`config.mk`:
```
export PLATFORM = sky130hd
export DESIGN_NAME = dll_delay_trainer
export DESIGN_NICKNAME = d
export VERILOG_FILES = /design/src/rtl/dll_delay_trainer.sv
export SDC_FILE = /design/constraint.sdc
export NUM_CORES = 1
export LEC_CHECK = 0
export CAP_MARGIN = 20
export CORE_AREA = 4 4 105 107
export DETAILED_ROUTE_END_ITERATION = 8
export DIE_AREA = 0 0 109 111
export GPL_TIMING_DRIVEN = 0
export PLACE_DENSITY = 0.75
export RECOVER_POWER = 50
export SLEW_MARGIN = 20
export SYNTH_ARGS = -nofsm -noshare
export SYNTH_HDL_FRONTEND = slang
export SYNTH_SLANG_ARGS = --single-unit
```
`constraint.sdc`:
```
create_clock -name clock -period 4.8 [get_ports clock]
set_clock_uncertainty 0.05 [all_clocks]
set_input_delay 0.72 -clock clock [delete_from_list [all_inputs] [get_ports clock]]
set_output_delay 0.72 -clock clock [all_outputs]
set_load 0.01 [all_outputs]
```
`src/rtl/dll_delay_trainer.sv`:
```
// DLL delay trainer: sweeps every tap, scores each with SAMPLES compare cycles,
// then parks the DLL on the centre of the earliest longest passing window.
module dll_delay_trainer #(
  parameter int unsigned MADJ         = 64,
  parameter int unsigned SAMPLES      = 16,
  parameter int unsigned LOCK_TIMEOUT = 256,
  parameter int unsigned RST_CYCLES   = 4
) (
  input  logic       clock,
  input  logic       reset,
  input  logic       io_start,
  input  logic       io_dll_lock,
  input  logic       io_sample_ok,
  output logic       io_dll_reset,
  output logic [7:0] io_adj,
  output logic [7:0] io_madj,
  output logic       io_busy,
  output logic       io_done,
  output logic       io_fail,
  output logic [7:0] io_best_adj,
  output logic [7:0] io_win_len
);

  localparam logic [7:0]  LastTap    = 8'(MADJ - 1);
  localparam logic [7:0]  SampLast   = 8'(SAMPLES - 1);
  localparam logic [7:0]  RstLast    = 8'(RST_CYCLES - 1);
  // Two blanking cycles precede LOCK_TIMEOUT lock checks.
  localparam logic [15:0] TimeoutEnd = 16'(LOCK_TIMEOUT + 1);

  typedef enum logic [2:0] {
    StIdle, StDllRst, StWaitLock, StSample, StEval, StFinalLock, StDone, StFail
  } state_e;

  state_e      state;
  logic [7:0]  step_cnt;
  logic [15:0] wait_cnt;
  logic        tap_ok;
  logic [7:0]  cur_len, cur_start, best_len, best_start;

  logic [7:0]  cur_len_n, cur_start_n, best_len_n, best_start_n, centre;

  // Window bookkeeping for the tap being evaluated, including final selection.
  always_comb begin
    cur_start_n  = (cur_len == 8'd0) ? io_adj : cur_start;
    cur_len_n    = tap_ok ? cur_len + 8'd1 : 8'd0;
    best_len_n   = best_len;
    best_start_n = best_start;
    if (tap_ok && (cur_len_n > best_len)) begin
      best_len_n   = cur_len_n;
      best_start_n = cur_start_n;
    end
    centre = best_start_n + ((best_len_n - 8'd1) >> 1);
  end

  always_ff @(posedge clock) begin
    if (reset) begin
      state        <= StIdle;
      step_cnt     <= '0;
      wait_cnt     <= '0;
      tap_ok       <= 1'b0;
      cur_len      <= '0;
      cur_start    <= '0;
      best_len     <= '0;
      best_start   <= '0;
      io_dll_reset <= 1'b1;
      io_adj       <= '0;
      io_madj      <= 8'(MADJ);
      io_busy      <= 1'b0;
      io_done      <= 1'b0;
      io_fail      <= 1'b0;
      io_best_adj  <= '0;
      io_win_len   <= '0;
    end else begin
      unique case (state)
        StIdle, StDone, StFail: begin
          if (io_start) begin
            state        <= StDllRst;
            step_cnt     <= '0;
            cur_len      <= '0;
            cur_start    <= '0;
            best_len     <= '0;
            best_start   <= '0;
            io_dll_reset <= 1'b1;
            io_adj       <= '0;
            io_busy      <= 1'b1;
            io_done      <= 1'b0;
            io_fail      <= 1'b0;
            io_best_adj  <= '0;
            io_win_len   <= '0;
          end
        end
        StDllRst: begin
          if (step_cnt == RstLast) begin
            io_dll_reset <= 1'b0;
            wait_cnt     <= '0;
            state        <= StWaitLock;
          end else begin
            step_cnt <= step_cnt + 8'd1;
          end
        end
        StWaitLock, StFinalLock: begin
          // Lock is stale right after an adjust change, so it is blanked first.
          if (wait_cnt < 16'd2) begin
            wait_cnt <= wait_cnt + 16'd1;
          end else if (io_dll_lock) begin
            if (state == StWaitLock) begin
              state    <= StSample;
              step_cnt <= '0;
              tap_ok   <= 1'b1;
            end else begin
              state   <= StDone;
              io_busy <= 1'b0;
              io_done <= 1'b1;
            end
          end else if (wait_cnt == TimeoutEnd) begin
            state        <= StFail;
            io_busy      <= 1'b0;
            io_fail      <= 1'b1;
            io_dll_reset <= 1'b1;
            io_adj       <= '0;
          end else begin
            wait_cnt <= wait_cnt + 16'd1;
          end
        end
        StSample: begin
          tap_ok <= tap_ok & io_sample_ok & io_dll_lock;
          if (step_cnt == SampLast) begin
            state <= StEval;
          end else begin
            step_cnt <= step_cnt + 8'd1;
          end
        end
        StEval: begin
          cur_len    <= cur_len_n;
          cur_start  <= cur_start_n;
          best_len   <= best_len_n;
          best_start <= best_start_n;
          wait_cnt   <= '0;
          if (io_adj == LastTap) begin
            if (best_len_n == 8'd0) begin
              state        <= StFail;
              io_busy      <= 1'b0;
              io_fail      <= 1'b1;
              io_dll_reset <= 1'b1;
              io_adj       <= '0;
            end else begin
              io_best_adj <= centre;
              io_win_len  <= best_len_n;
              io_adj      <= centre;
              state       <= StFinalLock;
            end
          end else begin
            io_adj <= io_adj + 8'd1;
            state  <= StWaitLock;
          end
        end
        default: state <= StIdle;
      endcase
    end
  end

endmodule

```
# [Yosys cells after proc, flatten, opt, wreduce, memory -nomap -nowiden]
# Index checks and enable logic that the tools add are counted.
[word_totals] reg_bits=88 input_bits=5 out_inout_bits=36
[op_classes] add_sub_neg=6 magnitude_cmp=2 n_eq_ne=29 n_mux=67 n_bitwise=2 n_reduce_logical=24
[op_table] op="2-to-1 mux 8 bit" count=19
[op_table] op="case mux 8 bit (2 select lines)" count=6
[op_table] op="2-to-1 mux 16 bit" count=4
[op_table] op="case mux 16 bit (3 select lines)" count=1
[op_table] op="case mux 8 bit (4 select lines)" count=1
[op_table] op="!= test 2 bit, second input constant" count=14
[op_table] op="adder 8 x 1 -> 8 bit, second input constant" count=3
[op_table] op="2-to-1 mux 3 bit" count=8
[op_table] op="case mux 8 bit (3 select lines)" count=1
[op_table] op="AND reduction 7 bit" count=3
[op_table] op="2-to-1 mux 1 bit" count=20
[op_table] op="adder 16 x 1 -> 16 bit, second input constant" count=1
[op_table] op="equality test 16 x 9 -> 1 bit, second input constant" count=1
[op_table] op="logical NOT 8 bit" count=2
[op_table] op="less-than comparator 16 x 2 -> 1 bit, second input constant" count=1
[op_table] op="case mux 3 bit (5 select lines)" count=1
[op_table] op="AND reduction 5 bit" count=3
[op_table] op="equality test 3 bit, second input constant" count=4
[op_table] op="!= test 3 bit, second input constant" count=4
[op_table] op="AND reduction 4 bit" count=3
[op_table] op="adder 8 x 7 -> 8 bit" count=1
[op_table] op="equality test 8 x 2 -> 1 bit, second input constant" count=1
[op_table] op="equality test 8 x 4 -> 1 bit, second input constant" count=1
[op_table] op="equality test 8 x 6 -> 1 bit, second input constant" count=1
[op_table] op="other kinds (18)" count=26

# [Longest topological paths before layout]
# Gate-level depths: netlist of the first run.
[depth] depth_word=10 depth_mapped=23 ltp_nobuf=21

# [Worst setup path before layout of the first run]
# Ideal clock, no wire load.
[synth_timing] path_kind="register to register" startpoint="register cur_len[0]" endpoint="register io_adj[7]" setup_time_ps=130 arrival_ps=4399 setup_slack_ps=221 stages_incl_launch_ff=20 path_buffers=2 period_less_slack_ps=4579 path_cell_list="dfxtp_1 nand2_1 or3_1 a21boi_2 ha_1 a21oi_1 o21ai_0 o311ai_1 clkbuf_1 clkbuf_1 nor2_1 a31oi_1 ha_1 a21o_1 a21oi_1 o21ai_0 a21oi_1 o21ai_0 xor2_1 o22ai_1"
[synth_between] elab_chain_cells=10 elab_cells_between_ends=14 classes_between="add/sub: 3; order compare: 1; mux: 7; reduce/logical: 3"
[synth_rtl] item="start: declaration" line="38" rtl="logic [7:0] cur_len, cur_start, best_len, best_start;"
[synth_rtl] item="start signal: assignment" line="134" rtl="cur_len <= cur_len_n;"
[synth_rtl] item="adder 8 x 1 -> 8 bit" line="45" rtl="cur_len_n = tap_ok ? cur_len + 8'd1 : 8'd0;"
[synth_rtl] item="2-to-1 mux 8 bit" line="45"
[synth_rtl] item="> comparator 8 bit" line="48" rtl="if (tap_ok && (cur_len_n > best_len)) begin"
[synth_rtl] item="logical AND 1 bit" line="48"
[synth_rtl] item="2-to-1 mux 8 bit" line="48"
[synth_rtl] item="subtractor 8 x 1 -> 8 bit" line="52" rtl="centre = best_start_n + ((best_len_n - 8'd1) >> 1);"
[synth_rtl] item="adder 8 x 7 -> 8 bit" line="52"
[synth_rtl] item="2-to-1 mux 8 bit (*)" line="140" rtl="if (best_len_n == 8'd0) begin"
[synth_rtl] item="2-to-1 mux 8 bit (*)" line="139" rtl="if (io_adj == LastTap) begin"
[synth_rtl] item="case mux 8 bit (3 select lines) (*)" line="74" rtl="unique case (state)"
[synth_rtl] item="end signal: assignment" line="149" rtl="io_adj <= centre;"
[synth_rtl] item="end signal: assignment" line="153" rtl="io_adj <= io_adj + 8'd1;"
[synth_rtl] item="end: declaration" line="15" rtl="output logic [7:0] io_adj,"
# Mark *: on every way between the ends. The rest lies on a longest branch, timed or not.
# A chain may end at the register's enable or synchronous reset.

# [Final worst setup path of the first run]
[layout_timing] startpoint="register cur_len[2]" endpoint="register io_adj[6]"
# Same word-level chain as after synthesis.

==> impl_results.md, run 1 <==
* Congestion Overflow GR at 0
* Ys Warns at 0
* Largest fanout on the critical path at 10
* Worst hold-check path type: reg -> reg
* Vias per Instance at 5.92
* CP Data Arrival Time at 4.82 ns
* Final Max Tran Viols at 0
* # port buffers at 31
* DP Cell Count at 836
* NetSw at between 600 and 700 µW
* Critical Path Stages at 21
* Initial antenna violation count at 0
* CP startpoint: cur_len[2]
* Slowest stage delay, CP at ~0.4 ns
* Final Hold Vio Count at 0
* Max Fclk at 219 MHz
* DR DRC count at 0
* Leakage at 2.35 nW
* I/O Pins at 41
* Reg power frac at 41.5%
* Final setup vio count at 0
* RR Startpoint: cur_len[2]
* Asr flop ratio synth at 0%
* Startpoint Class: register
* Fin crit period at 4.56 ns
* First-pass GRT wire length at 22700 µm
* Fin worst setup slack at 0.236 ns
* Synth Area per Inst at ~7.9 µm²
* Clk_lat worst skew at approximately 0.37 ns
* Synthesized area at 5220 µm²
* GRT met3 Usage at 2.91%
* Global Route Usage Sum at 23.2%
* CORE AREA at 10100 µm²
* Ys flop type: dfxtp_1
* Met2 Track Usage GR at between 30% and 40%
* Internal power at 1.24 mW
* Met1 Usage GRT at 33.5%
* Synthesized instance count at 663
* Design Power at ~1.9 mW
* Cell family with most CP delay: compound AO/OA/AOI/OAI gates
* Clock Tree Buf Depth at 2
* Top cell type's share of synthesized area at 33.7%
* Status: completed
* RR Endpoint: io_adj[6]
* Largest net degree at the start of global routing at 20
* Worst-margin pin slew at 0.901 ns
* Leading area contributor after synthesis: dfxtp_1
* Layout cells sized above 1 at 10.1%
* WP buf/inv at 3
* Top post-synthesis cells by area: dfxtp_1, nor2_1, ha_1
* Clock sink count at 88
* Post-route cell area at 6140 µm²
* Clock Pin Slew Worst Setup and Hold Paths at ~0.090 ns
* Cts bufs inserted at 9
* Max stage delay cell, worst path: fa_1
* CP endpoint kind: register
* CTS tree: yes
* Number of synthesized register bits at 88
* DRT Pass-1 Iters at 5
* Switching share of power at 33.5%
* Slew headroom at between 30 and 40%
* Vias in the first global route at 4617
* Synth cell types at 65
* Maxcap violations at 0
* Period utilization at a little over nine tenths
* Wire per inst at 16.4 µm
* Starting density of the core at 51.5%
* H-tree Lvls at 3
* Antenna Cells at 0
* Post-synth EDFFs at 0
* Die height at 111 µm
* Setup crit end: io_adj[6]
* Final Instance Count excl. Fillers at 859
* Row count at 37
* Worst R2R Path Depth at 21
* Cells along the critical path: buf_6, nand4_1, nor3_2, xor2_1, and2_4, ha_1, a21oi_1, o21ai_1, o311ai_4, clkbuf_8, buf_4, o21ai_0, ha_1, fa_1, a21oi_1, o21ai_1, a21o_1, a21oi_2, xnor2_2, nand4_1, a31oi_1
* DRT iter0 DRCs at 417
* Top Usage Layer GRT: met2
* R2R Setup Slk at 0.24 ns
* Die X at around 110 µm
* Layout area overhead at 17.6%
* Worst Path Required at 5.05 ns
* DP HPWL at between 10000 and 15000 µm
* Routed WL at 14100 µm
* Post-synth top cells: dfxtp_1, nor2_1, nand2_1
* Setup TNS at 0 ns
* Critical path class: reg -> reg
* Logic gate share of total power at 25.4%
* Most common cell in the netlist: dfxtp_1
* GPL Wtd Cong at about 0.93
* CTS root buf: clkbuf_8
* Final nets at 745
* Seq/Total Area, Yosys at around a third
* Via count at 5088
* Fill cell count at 894
* Placed cell area at 5730 µm²
* Worst vdd ir at roughly 0.00014 V
* Final antenna-violating net count at 0
* Die area at 12100 µm²
* Clk pwr share at 33.1%
* Power Dens Cells at 304 nW/µm²
* Place WS at -0.938 ns
-- per-layer routing --
metal,up-vias,part of all wire [%]
met5,-,0
met4,0,2.7
met3,29,6.2
met2,184,45
met1,2400,46
li1,2475,-
-- cells in the final DEF, fill, tap and decap left out, types with 6 or more instances in the layout --
cell type | Yosys | routed
ha_1 | 21 | 20
a22oi_1 | 20 | 20
clkbuf_1 | 30 | 26
nand2_1 | 62 | 62
nand3_1 | 27 | 26
nor2_1 | 76 | 74
nand2b_1 | 11 | 10
o21ai_0 | 34 | 32
clkbuf_8 | 0 | 10
a21oi_1 | 49 | 45
nand4_1 | 16 | 16
a21o_1 | 7 | 7
a22o_1 | 6 | 6
dlygate4sd3_1 | 0 | 29
buf_4 | 8 | 19
conb_1 | 2 | 8
inv_1 | 23 | 23
xnor2_1 | 15 | 14
xor2_1 | 16 | 16
nor3_1 | 18 | 16
o2bb2ai_1 | 8 | 8
or3_1 | 12 | 12
and2_1 | 8 | 6
and3_1 | 11 | 11
mux2i_1 | 12 | 12
dfxtp_1 | 88 | 83
-- power by group through the flow --
| stage | clock [mW] | sequential, mW | combinational, mW |
|---|---|---|---|
| 5_1_grt | 0.660 | 0.778 | 0.522 |
| 4_1_cts | 0.630 | 0.774 | 0.466 |
| 3_5_place_dp | 0 | 0.791 | 0.466 |
| 3_3_place_gp | 0 | 0.790 | 0.454 |
| 2_1_floorplan | 0 | 0.791 | 0.328 |
| 6_report | 0.618 | 0.774 | 0.473 |
-- worst min-delay path by stage --
stage,startpoint,to,slack (ns),cells after the start
2_1_floorplan,best_start[0],best_start[0],0.39,2
3_3_place_gp,best_start[0],best_start[0],0.39,2
3_5_place_dp,io_win_len[7],io_win_len[7],0.40,1
4_1_cts,best_start[5],best_start[5],0.42,2
5_1_grt,io_best_adj[6],io_best_adj[6],0.43,1
6_report,io_best_adj[6],io_best_adj[6],0.41,1
-- what timing repair did --
item	CTS	global route
setup endpoints to repair	14	8
setup buffers	3	6
hold buffers	0	0
pin swaps	2	5
gates resized for setup	14	24
-- final cells by class --
type,instances,area [µm²],share of cell area (%)
multi-input cells,513,3270,53.2
flip-flops and latches,88,1770,28.8
repair buffers,40,378,6.15
plain buffers,42,233,3.79
well taps,136,170,2.77
clock buffers,10,128,2.08
clock inverters,6,108,1.75
inverters,24,90.1,1.47
-- per-stage QoR --
step                hold WS, ns  util (%)
CTS                       0.415      59.5
global placement          0.395      56.5
detailed placement        0.401      56.5
finish                    0.414      60.6
floorplan                 0.387         -
global route              0.430      60.6
-- kinds of logic (layout without fill, tap and decap cells) --
| logic type | Yosys count | after routing | share of synthesized area (%) |
|---|---|---|---|
| muxes | 17 | 17 | 3.43 |
| adders and majority gates | 22 | 22 | 5.42 |
| buffers and inverters | 68 | 122 | 5.92 |
| and+or+nand+nor | 265 | 265 | 24.6 |
| AOI/OAI and AO/OA | 170 | 170 | 21.6 |
| DFF | 88 | 88 | 33.7 |
| xor gates and xnor gates | 31 | 31 | 5.20 |
| other | 2 | 8 | 0.144 |
-- flip-flops by register name, summed over array words and instances, names as in the netlist --
register      count
best_len          8
best_start        8
cur_len           8
cur_start         8
io_adj            8
io_best_adj       8
io_busy           1
io_dll_reset      1
io_done           1
io_fail           1
io_win_len        8
state             3
step_cnt          8
tap_ok            1
wait_cnt         16
Note: power is estimated with default switching activity, not from simulation.
==> inputs of run 2 (changes only) <==
Settings changed: CAP_MARGIN 20 to 5, CORE_AREA 4 4 105 107 to 4 4 146 78, DIE_AREA 0 0 109 111 to 0 0 150 82.
==> run 2 against run 1 <==
- non-clock buffer count unchanged
- sequential power about the same
- register-to-register slack gained 0.03 ns
- worst hold slack worse by 0.0099 ns
- total power increased by 5.1%
- largest cell class unchanged
- first-iteration DRC count rose by 0.48%
- clock power increased by 16%
- global-route usage up 0.067 points
- via count shrank 0.98%
==> impl_results.md, run 2 (synthesis results as in run 1) <==
* GPL Wtd Cong at slightly below 0.9
* CORE AREA at 10000 µm²
* Initial antenna violation count at 0
* Clock Tree Buf Depth at 2
* Final setup vio count at 0
* DRT iter0 DRCs at between 400 and 500
* Worst Path Required at 5.02 ns
* Starting density of the core at a little over half
* Congestion Overflow GR at 0
* Vias per Instance at 5.84
* Hold-fix buffers, CTS at 0
* Register area at 1770 µm²
* Power Dens Cells at between 300 and 400 nW/µm²
* Design Power at ~2.0 mW
* Routed WL at 13900 µm
* DP HPWL at between 10000 and 15000 µm
* Worst vdd ir at 0.000226 V
* Die X at 150 µm
* Largest net degree at the start of global routing at 15
* Fill cell count at 884
* Global Route Usage Sum at 23.3%
* CTS root buf: clkbuf_16
* DP Cell Count at 840
* Largest Register: wait_cnt
* Leakage at about 2.4 nW
* Max stage delay cell, worst path: dfxtp_4
* DRT Pass-1 Iters at 5
* Largest fanout on the critical path at 10
* Multi-input logic area at 3250 µm²
* First-pass GRT wire length at approximately 23000 µm
* Layout cells sized above 1 at a little under a tenth
* Critical path class: reg -> reg
* CP Data Arrival Time at around 4.8 ns
* WHS at 0.404 ns
* Max FFs per register at 16
* Maxcap violations at 0
* Die height at 82 µm
* Most frequent cells in the layout: dfxtp_1, nor2_1, nand2_1
* Hold-critical path depth at 1
* Row count at 26
* Max Fclk at 221 MHz
* Final Instance Count excl. Fillers at 863
* Vias in the first global route at 4510
* Clock Pin Slew Worst Setup and Hold Paths at 0.07 ns
* Wire per inst at 16.1 µm
* I/O Pins at 41
* Die area at between 10000 and 15000 µm²
* Final nets at 745
* Startpoint Class: register
* Clock sink count at 88
* CP dominant cell by count: a21oi_1
* DR DRC count at 0
* Period utilization at 94.4%
* H-tree Lvls at 3
* Antenna Cells at 0
* Cells along the critical path: nand2_1, or3_1, a21boi_4, ha_1, a21oi_1, o21ai_1, o311ai_4, clkbuf_8, clkbuf_4, a21oi_1, ha_1, fa_1, a21oi_1, o21ai_0, a21o_1, a21oi_2, xnor2_1, nand4_1, a31oi_1
* Worst hold-check path type: reg -> reg
* Status: completed
* Clk_lat worst skew at 0.35 ns
* Cts bufs inserted at 9
* Final Hold Vio Count at 0
* Worst R2R Path Depth at 19
* Via count at 5038
* # port buffers at 31
* Fin crit period at 4.53 ns
* Layout area overhead at 18.7%
* Commonest non-fill, non-tap cell in the layout: dfxtp_1
* Worst-margin pin slew at 1.01 ns
* CTS tree: yes
* Slowest stage delay, CP at approximately 0.42 ns
* Slew headroom at 32.0%
* Final Max Tran Viols at 0
* Final antenna-violating net count at 0
* Post-route core utilization at 61.9%
* CP endpoint kind: register
-- run 2: worst max-delay path: cells and delay by family (launching register included) --
family / cells / cell delay [ns]
adder cells (fa/ha/maj): 3 / 0.92
XOR/XNOR: 1 / 0.15
AO/OA/AOI/OAI: 10 / 1.77
buffers and inverters: 2 / 0.43
AND/OR/NAND/NOR: 3 / 0.69
flip-flops: 1 / 0.42
-- run 2: worst paths after layout --
kind	startpoint	endpoint	slack, ns
worst max-delay path	cur_len[0]	io_adj[6]	0.27
worst min-delay path	io_win_len[7]	io_win_len[7]	0.40
worst max register to register	cur_len[0]	io_adj[6]	0.27
worst min register to register	io_win_len[7]	io_win_len[7]	0.40
-- run 2: final cells by class --
type | count | area share (%)
multi-input cells | 513 | 52.4
flip-flops and latches | 88 | 28.6
repair buffers | 39 | 5.97
clock buffers | 12 | 3.98
plain buffers | 43 | 3.94
well taps | 140 | 2.83
inverters | 24 | 1.45
clock inverters | 4 | 0.868
-- run 2: report_power, final --
part	switching [mW]	leakage, nW	internal [mW]
clock network	0.296	0.139	0.419
registers	0.0188	0.713	0.754
logic	0.329	1.51	0.142
total	0.645	2.36	1.32
-- run 2: metrics by stage --
| step | worst slack (ns) | instance area [µm²] | setup TNS [ns] |
|---|---|---|---|
| 6_report | 0.268 | 6200 | 0 |
| 5_1_grt | -0.0115 | 6200 | -0.0115 |
| 4_1_cts | 0.0253 | 6100 | 0 |
| 3_5_place_dp | -0.826 | 5740 | -6.59 |
| 3_3_place_gp | -0.838 | 5730 | -6.89 |
| 2_1_floorplan | 0.221 | 5240 | 0 |
-- run 2: repair_timing --
item,in CTS,in global routing
buffers inserted,2,6
gates resized for setup,15,18
endpoints found under the setup margin,14,9
pin swaps,2,5
-- run 2: layer usage --
| layer | routed length, µm | GRT usage, % |
|---|---|---|
| met2 | 5980 | 36.2 |
| met5 | 0 | 0 |
| met1 | 6740 | 33.3 |
| met4 | 240 | 6.66 |
| met3 | 960 | 4.02 |
==> inputs of run 3 (changes only) <==
Settings changed: CORE_AREA 4 4 146 78 to 10 10 152 84, DIE_AREA 0 0 150 82 to 0 0 162 94.
==> run 3 against run 2 <==
- first-iteration DRC count is 7.9% lower
- highest routed layer unchanged
- sequential share of layout area about the same
- sequential power about the same
- critical path type unchanged
==> impl_results.md, run 3 (synthesis results as in run 1) <==
* Vias per Instance at 5.86
* Clock Pin Slew Worst Setup and Hold Paths at 0.07 ns
* Logic gate share of total power at 23.9%
* Worst R2R Path Depth at 20
* H-tree Lvls at 3
* Clk_lat worst skew at 0.35 ns
* Final antenna-violating net count at 0
* Post-route core utilization at 61.9%
* Worst hold-check path type: reg -> reg
* Cts bufs inserted at 9
* Power Dens Cells at 318 nW/µm²
* Final Max Tran Viols at 0
* Antenna Cells at 0
* Clk pwr share at 36.9%
* DP Cell Count at 840
* Worst vdd ir at 0.000216 V
* First-pass GRT wire length at 23800 µm
* DP HPWL at ~10000 µm
* Clock Tree Buf Depth at 2
* Final setup vio count at 0
* Internal power at 1.31 mW
* DRT Pass-1 Iters at 5
* CP startpoint: cur_len[2]
* Via count at 5071
* Final Instance Count excl. Fillers at 866
* Period utilization at a little over nine tenths
* Worst-margin pin slew at roughly 1.1 ns
* CP endpoint kind: register
* Slew headroom at 26.4%
* DRT iter0 DRCs at 386
* Worst Path Required at 5.02 ns
* Hold endpoint: best_start[3]
* R2R Setup Slk at 0.28 ns
* I/O Pins at 41
* Design Power at approximately 2.0 mW
* Maxcap violations at 0
* Die X at about 160 µm
* Congestion Overflow GR at 0
* Global Route Usage Sum at between 10% and 20%
* Placed cell area at roughly 5700 µm²
* RR Endpoint: io_adj[6]
* CTS root buf: clkbuf_16
* Startpoint Class: register
* Reg power frac at approximately two fifths
* Max Fclk at between 200 and 250 MHz
* Vias in the first global route at between 4000 and 5000
* Commonest non-fill, non-tap cell in the layout: dfxtp_1
* Post-route cell area at 6200 µm²
* Hold-critical path depth at 2
* Final Hold Vio Count at 0
* Die area at approximately 15000 µm²
* Switching share of power at 33.9%
* Starting density of the core at 52.1%
* Largest net degree at the start of global routing at 17
* Largest fanout on the critical path at 10
* CP Data Arrival Time at between 4 and 5 ns
* Final nets at 748
* GPL Wtd Cong at 0.907
* Max FFs per register at 16
* # port buffers at 31
* Critical path class: reg -> reg
* Layout area overhead at 18.8%
* Row count at 26
* Die height at 94 µm
* Status: completed
* NetSw at 669 µW
* Hold-fix buffers, CTS at 0
* Most frequent cells in the layout: dfxtp_1, nor2_1, nand2_1
* Initial antenna violation count at 0
* DR DRC count at 0
* Layout cells sized above 1 at 9.78%
* WHS at 0.406 ns
* Worst Min Path Start: best_start[3]
* CTS tree: yes
* Largest Register: wait_cnt
* Leakage at 2.38 nW
* RR Startpoint: cur_len[2]
* Wire per inst at 16.7 µm
* Clock sink count at a little under 90
* Routed WL at 14400 µm
* Fin crit period at ~4.5 ns
* CORE AREA at 10000 µm²
## run 3: cell types whose count changed in the layout (fill, tap and decap cells not counted), sizes merged
cell / previous run / this run
buf: 21 / 25
inv: 24 / 27
clkinvlp: 2 / 1
clkinv: 1 / 2
clkbuf: 42 / 38
## run 3: worst max-delay path, stage by stage, from the launching register on
cell and delay, ns:
dfxtp_1 0.33, buf_6 0.12, nand3_1 0.14, or3_1 0.38
a21boi_4 0.21, ha_1 0.28, a21oi_1 0.17, o21ai_0 0.12
o311ai_2 0.35, clkbuf_8 0.23, clkbuf_4 0.19, o21ai_0 0.13
ha_1 0.23, fa_1 0.41, a21oi_1 0.13, o21ai_0 0.13
a21o_1 0.23, a21oi_2 0.14, xnor2_1 0.15, nand4_1 0.13
a31oi_1 0.18
## run 3: how the worst max path moves through the flow
stage | endpoint | slack (ns) | cells past startpoint
2_1_floorplan | io_adj[7] | 0.22 | 19
3_3_place_gp | io_adj[7] | -0.80 | 19
3_5_place_dp | io_adj[7] | -0.89 | 19
4_1_cts | io_adj[7] | 0.02 | 19
5_1_grt | io_adj[6] | -0.00008 | 23
6_report | io_adj[6] | 0.28 | 20
## run 3: through the flow
step	setup TNS (ns)	worst slack, ns
floorplan	0	0.221
global placement	-6.28	-0.802
detailed placement	-6.81	-0.885
CTS	0	0.0191
global route	-0.0000795	-0.0000795
finish	0	0.281
## run 3: per-layer routing
layer / up-vias / wire (µm) / GRT usage [%] / part of all wire (%)
met5: - / 0 / 0 / 0
li1: 2480 / - / - / -
met1: 2403 / 6850 / 24.7 / 47
met4: 0 / 130 / 4.67 / 0.90
met3: 15 / 1090 / 5.51 / 7.5
met2: 173 / 6350 / 30.0 / 44
## run 3: power by group through the flow
stage                     sequential [mW]  clock (mW)  combinational, mW
final                               0.774       0.727              0.473
after global routing                0.778       0.767              0.520
after CTS                           0.774       0.733              0.468
after detailed placement            0.791           0              0.467
after global placement              0.790           0              0.460
after floorplan                     0.791           0              0.328
## run 3: timing repair
action                                  4_1_cts  5_1_grt
pin swaps                                     3        4
setup buffers                                 3        9
endpoints found under the setup margin       14        7
resized for setup                            14       16
## run 3: area by class of cell
class / count / area, µm²
flip-flops and latches: 88 / 1770
plain buffers: 42 / 236
inverters: 24 / 90.1
clock inverters: 7 / 77.6
multi-input cells: 513 / 3230
well taps: 140 / 175
repair buffers: 43 / 400
clock buffers: 9 / 225
fillers: 914 / 3820
